**src/rtl/decoder416_pkg.sv**
```systemverilog
// Shared widths and the FSM state type for the sequenced 4-to-16 decoder.
package decoder416_pkg;

    localparam int CODE_W   = 4;
    localparam int ONEHOT_W = 16;

    typedef enum logic [1:0] {
        IDLE  = 2'd0,
        EMIT  = 2'd1,
        SWEEP = 2'd2
    } state_t;

endpackage

```
**src/rtl/decoder416_seq_if.sv**
```systemverilog
// Request side (valid/ready + code) and beat side (valid/ready + one-hot) of the decoder.
interface decoder416_seq_if;
    import decoder416_pkg::*;

    logic                in_valid;
    logic                in_ready;
    logic [CODE_W-1:0]   in_code;
    logic                in_sweep;
    logic                out_valid;
    logic                out_ready;
    logic [ONEHOT_W-1:0] out_onehot;
    logic                out_last;

    modport master (
        output in_valid, in_code, in_sweep, out_ready,
        input  in_ready, out_valid, out_onehot, out_last
    );

    modport slave (
        input  in_valid, in_code, in_sweep, out_ready,
        output in_ready, out_valid, out_onehot, out_last
    );

endinterface

```
**src/rtl/dec4to16.sv**
```systemverilog
// Purely combinational binary-to-one-hot decode.
module dec4to16
    import decoder416_pkg::*;
(
    input  logic [CODE_W-1:0]   code,
    output logic [ONEHOT_W-1:0] onehot
);

    assign onehot = ONEHOT_W'(1) << code;

endmodule

```
**src/rtl/decoder416_seq.sv**
```systemverilog
// Accepts a 4-bit code and emits either one one-hot beat or an ascending sweep 0..code,
// with valid/ready backpressure on the output and a synchronous flush.
module decoder416_seq
    import decoder416_pkg::*;
#(
    parameter bit ZERO_WHEN_IDLE = 1'b1
) (
    input  logic             clk,
    input  logic             rst_n,
    input  logic             flush,
    output logic             busy,
    decoder416_seq_if.slave  bus
);

    state_t              state;
    logic [CODE_W-1:0]   idx;
    logic [CODE_W-1:0]   limit;
    logic                out_valid;
    logic                out_last;
    logic                has_beat;
    logic [ONEHOT_W-1:0] dec_onehot;

    logic accept;
    logic beat_done;

    assign accept    = bus.in_valid && bus.in_ready;
    assign beat_done = out_valid && bus.out_ready;

    dec4to16 u_dec (
        .code   (idx),
        .onehot (dec_onehot)
    );

    always_ff @(posedge clk or negedge rst_n) begin
        if (!rst_n) begin
            state     <= IDLE;
            idx       <= '0;
            limit     <= '0;
            out_valid <= 1'b0;
            out_last  <= 1'b0;
            busy      <= 1'b0;
            has_beat  <= 1'b0;
        end else if (flush) begin
            state     <= IDLE;
            out_valid <= 1'b0;
            out_last  <= 1'b0;
            busy      <= 1'b0;
        end else begin
            case (state)
                IDLE: begin
                    if (accept) begin
                        out_valid <= 1'b1;
                        busy      <= 1'b1;
                        has_beat  <= 1'b1;
                        limit     <= bus.in_code;
                        if (bus.in_sweep) begin
                            state    <= SWEEP;
                            idx      <= '0;
                            out_last <= (bus.in_code == '0);
                        end else begin
                            state    <= EMIT;
                            idx      <= bus.in_code;
                            out_last <= 1'b1;
                        end
                    end
                end
                EMIT: begin
                    if (beat_done) begin
                        state     <= IDLE;
                        out_valid <= 1'b0;
                        out_last  <= 1'b0;
                        busy      <= 1'b0;
                    end
                end
                SWEEP: begin
                    if (beat_done) begin
                        // idx only advances while below limit, so it never wraps past 15
                        if (idx == limit) begin
                            state     <= IDLE;
                            out_valid <= 1'b0;
                            out_last  <= 1'b0;
                            busy      <= 1'b0;
                        end else begin
                            idx      <= idx + CODE_W'(1);
                            out_last <= ((idx + CODE_W'(1)) == limit);
                        end
                    end
                end
                default: begin
                    state     <= IDLE;
                    out_valid <= 1'b0;
                    out_last  <= 1'b0;
                    busy      <= 1'b0;
                end
            endcase
        end
    end

    assign bus.in_ready  = (state == IDLE) && !flush;
    assign bus.out_valid = out_valid;
    assign bus.out_last  = out_last;

    // has_beat keeps the reset value all-zero even when the last beat is held while idle
    assign bus.out_onehot = (out_valid || (!ZERO_WHEN_IDLE && has_beat)) ? dec_onehot
                                                                         : '0;

endmodule

```
**src/flat_wrapper.sv**
```systemverilog
// flat-port wrapper written by rule: the top's interface ports become plain ports
module decoder416_seq_flat import decoder416_pkg::*;
#(
    parameter bit ZERO_WHEN_IDLE = 1'b1
)
  (clk, rst_n, flush, busy, bus_in_valid, bus_in_code, bus_in_sweep, bus_out_ready, bus_in_ready, bus_out_valid, bus_out_onehot, bus_out_last);
  decoder416_seq_if bus_i ();
  input  logic clk;
  input  logic rst_n;
  input  logic flush;
  output logic busy;
  input wire logic [$bits(bus_i.in_valid)-1:0] bus_in_valid;
  input wire logic [$bits(bus_i.in_code)-1:0] bus_in_code;
  input wire logic [$bits(bus_i.in_sweep)-1:0] bus_in_sweep;
  input wire logic [$bits(bus_i.out_ready)-1:0] bus_out_ready;
  output wire logic [$bits(bus_i.in_ready)-1:0] bus_in_ready;
  output wire logic [$bits(bus_i.out_valid)-1:0] bus_out_valid;
  output wire logic [$bits(bus_i.out_onehot)-1:0] bus_out_onehot;
  output wire logic [$bits(bus_i.out_last)-1:0] bus_out_last;
  assign bus_i.in_valid = bus_in_valid;
  assign bus_i.in_code = bus_in_code;
  assign bus_i.in_sweep = bus_in_sweep;
  assign bus_i.out_ready = bus_out_ready;
  assign bus_in_ready = bus_i.in_ready;
  assign bus_out_valid = bus_i.out_valid;
  assign bus_out_onehot = bus_i.out_onehot;
  assign bus_out_last = bus_i.out_last;
  decoder416_seq #(.ZERO_WHEN_IDLE(ZERO_WHEN_IDLE)) u_core (.clk(clk), .rst_n(rst_n), .flush(flush), .busy(busy), .bus(bus_i));
endmodule
```
**config.mk**
```make
export PLATFORM = sky130hd
export DESIGN_NAME = decoder416_seq_flat
export DESIGN_NICKNAME = d
export VERILOG_FILES = /design/src/rtl/decoder416_pkg.sv /design/src/rtl/decoder416_seq_if.sv /design/src/rtl/dec4to16.sv /design/src/rtl/decoder416_seq.sv /design/src/flat_wrapper.sv
export SDC_FILE = /design/constraint.sdc
export NUM_CORES = 1
export LEC_CHECK = 0
export BUFFER_PORTS_ARGS = -buffer_cell sky130_fd_sc_hd__buf_2
export CAP_MARGIN = 10
export CORE_AREA = 2 2 56 58
export DETAILED_ROUTE_END_ITERATION = 8
export DIE_AREA = 0 0 58 60
export GPL_ROUTABILITY_DRIVEN = 0
export REMOVE_ABC_BUFFERS = 1
export SKIP_LAST_GASP = 1
export SYNTH_ARGS = -nofsm -noshare
export SYNTH_HDL_FRONTEND = slang
export SYNTH_SLANG_ARGS = --single-unit
```
**constraint.sdc**
```tcl
create_clock -name clk -period 2.55 [get_ports clk]
set_input_delay 0.1275 -clock clk [delete_from_list [all_inputs] [get_ports clk]]
set_output_delay 0.1275 -clock clk [all_outputs]
set_load 0.01 [all_outputs]
```
==> reports/metrics.yaml <==
floorplanning:
  rows: 20
  io-pin-count: 30
  core-area_mm2: 0.002903
  dieArea_mm2: 0.003480
  start_util: 0.3302
  die_w_um: 58
  die_y_um: 60
logic_synthesis:
  yosys.area.top_type: "dfrtp_1"
  ys_seq_area_frac: 0.3133
  syn_area_per_cell_um2: 8.262
  synth_cells: 116
  synth_edf_count: 0
  synth_seq_cells: 12
  synth.yosys.warnings: 0
  async_flop_share: 1.000
  yosysTopAreaCellShare: 0.3133
  synthTopCellsByArea: "dfrtp_1, and3_1, ha_1"
  syn_area_um2: 958.4
  synth_flop_cell: "dfrtp_1"
  yosysUniqueCellTypes: 33
clock_tree:
  worstSkewPairLatency_ps: 280
  cts.path.max_buffers: 2
  cts_buffers: 3
  clock-root-buffer: "clkbuf_4"
  htreeDepth: 1
  cts.clk_slew.worst_paths_ps: 80
  cts.sinks: 12
  cts_tree: "yes"
global_routing:
  grt_usage: 0.1450
  grt_max_degree: 13
  overflow: 0
  grt_pass1_wl_um: 3801
  first_global_vias: 813
  antenna_found_initial: 0
timing:
  fmax_mhz: 528.2
  slew_violations: 0
  fin_skew_ps: 3.375
  finalCriticalPeriod_ps: 1893
  tightestPinTransition_ps: 422.4
  finalCritPeriodShare: 0.7425
  finalHoldViolCount: 0
  finalSetupViolations: 0
  rsz0062_at_grt: "false"
  fin_setup_tns_ps: 0
  max-slew-margin-rel: 0.7174
flow_run:
  drv_cap: 0
setup_path:
  crit_fanout: 8
  slowest_stage: "dfrtp_1"
  cp-end-kind: "flip-flop"
  crit_path_start_kind: "flip-flop"
  slowest_delay_ps: 450
  crit_arrival_ps: 2050
  crit_chain: "or2_1 > or3_4 > o21a_1 > a221o_1"
  path_class: "reg2reg"
  cp_data_required_time_ps: 2710
power:
  p_sw_uw: 308.3
  clock_power_share: 0.202
  seqPwrFrac: 0.399
  p_leak_uw: 0.0006303
  power_uw: 765.7
  p_comb_frac: 0.398
  p_int_uw: 457.4
  switching_share: 0.4027
  vdd_drop_max_v: 0.0003652
  power_density_mw_per_mm2: 664.5
worst_hold_path:
  hold_path.class: "in2reg"
drt:
  wl_met2_um: 1010
  viasPerCell: 5.256
  wl_per_cell_um: 13.30
  met1_length_um: 1155
  vias: 925
  routed.top_layer: "met4"
  remaining_drc_errors: 0
  drt-initial-drc-count: 54
  drt-pass1-iter-count: 4
  drt_wl_total_um: 2341
  wl_met3_um: 129
  ant_nets: 0
outcome:
  status: "finished, final reports clean"
placed_design:
  hpwl_um: 1836
  io_buffer_count: 29
finish:
  syn2layout_area_growth_pct: 20.24
  nFillCells: 308
  final_nets: 160
  antennaDiodeCount: 0
  drive_gt1_frac: 0.2378
placed cells by master (no fill, tap or decap), drive strengths merged, types with 2 or more instances in the layout:
cell / instances
xnor2: 6
inv: 3
buf: 29
dfrtp: 12
nor2b: 2
clkbuf: 4
and3: 12
xor2: 2
nand3: 2
nor4: 2
nand2: 18
ha: 6
a22oi: 2
nand2b: 2
nor2: 7
a21oi: 2
and2: 7
a221o: 4
or2: 2
nor3: 7
metrics by stage:
step | cells | setup slack (ps) | hold slack, ps | util | area [µm²]
finish | 176 | 656.7 | 70.00 | 0.3970 | 1152
global route | 176 | 576.9 | 70.62 | 0.3970 | 1152
CTS | 176 | 656.9 | 62.47 | 0.3970 | 1152
detailed placement | 171 | 674.5 | 22.87 | 0.3810 | 1106
global placement | 171 | 738.9 | 22.59 | 0.3810 | 1106
floorplan | 109 | 790.9 | -168.1 | - | 919.6
worst max-delay path, delay by kind of cell (launching register included):
kind	cells	cell delay, ps
compound gates	2	560
simple gates	2	760
flops	1	450
routing by layer:
layer / vias to the layer above / global-route usage
met5: - / 0
li1: 459 / -
met4: 0 / 0.07973
met3: 5 / 0.01299
met2: 35 / 0.2208
met1: 426 / 0.2018
cells in the mapped netlist (all sizes together) (2+ instances only):
cell / n
a21oi: 2
nor2: 7
clkbuf: 4
nand3: 2
xnor2: 6
xor2: 2
nand2: 18
ha: 6
nand2b: 2
dfrtp: 12
a221o: 4
or2: 2
nor3: 7
and2: 7
nor4: 2
a22oi: 2
and3: 12
inv: 3
buf: 3
nor2b: 2
logic make-up after synthesis:
| family | after synthesis | share of synthesized area |
|---|---|---|
| AO/OA/AOI/OAI | 15 | 0.1253 |
| XOR/XNOR | 8 | 0.07311 |
| buffers and inverters | 10 | 0.05221 |
| flip-flops | 12 | 0.3133 |
| adder cells (fa/ha/maj) | 6 | 0.07833 |
| AND/OR/NAND/NOR | 65 | 0.3577 |
path summary, 6_finish.rpt:
check,slack (ps),to,startpoint,depth (start not counted)
worst max-delay path,660,u_core.idx[0],u_core.state[0],4
worst min-delay path,70,u_core.state[0],flush,2
worst max register to register,660,u_core.idx[0],u_core.state[0],4
worst min register to register,510,u_core.limit[3],u_core.limit[3],2
max in group asynchronous,2080,u_core.idx[0],rst_n,2
min in group asynchronous,250,u_core.state[0],rst_n,2
what timing repair did:
| item | 4_1_cts | 5_1_grt |
|---|---|---|
| resized for setup | 0 | 0 |
| hold endpoints to repair | 12 | 0 |
| hold buffers | 1 | 0 |
| buffers inserted | 0 | 0 |
state kept, by name, indices dropped and copies added, names as in the netlist:
| signal | count |
|---|---|
| u_core.bus.out_last | 1 |
| u_core.busy | 1 |
| u_core.idx | 4 |
| u_core.limit | 4 |
| u_core.state | 2 |
final cells by class:
class                           instances  area, µm²  area share
Multi-Input combinational cell         94      608.1      0.5277
Tap cell                               33      41.29     0.03583
Sequential cell                        12      300.3      0.2606
Clock buffer                            4      36.28     0.03149
Timing Repair Buffer                   30      155.1      0.1346
Inverter                                3      11.26    0.009772
power groups by stage:
| stage | Clock, µW | Sequential (µW) | Combinational (µW) |
|---|---|---|---|
| 2_1_floorplan | 0 | 293 | 217 |
| 3_3_place_gp | 0 | 304 | 293 |
| 3_5_place_dp | 0 | 309 | 303 |
| 4_1_cts | 159 | 305 | 306 |
| 5_1_grt | 173 | 315 | 346 |
| 6_report | 155 | 306 | 305 |
Power figures use the tool's default switching activity.
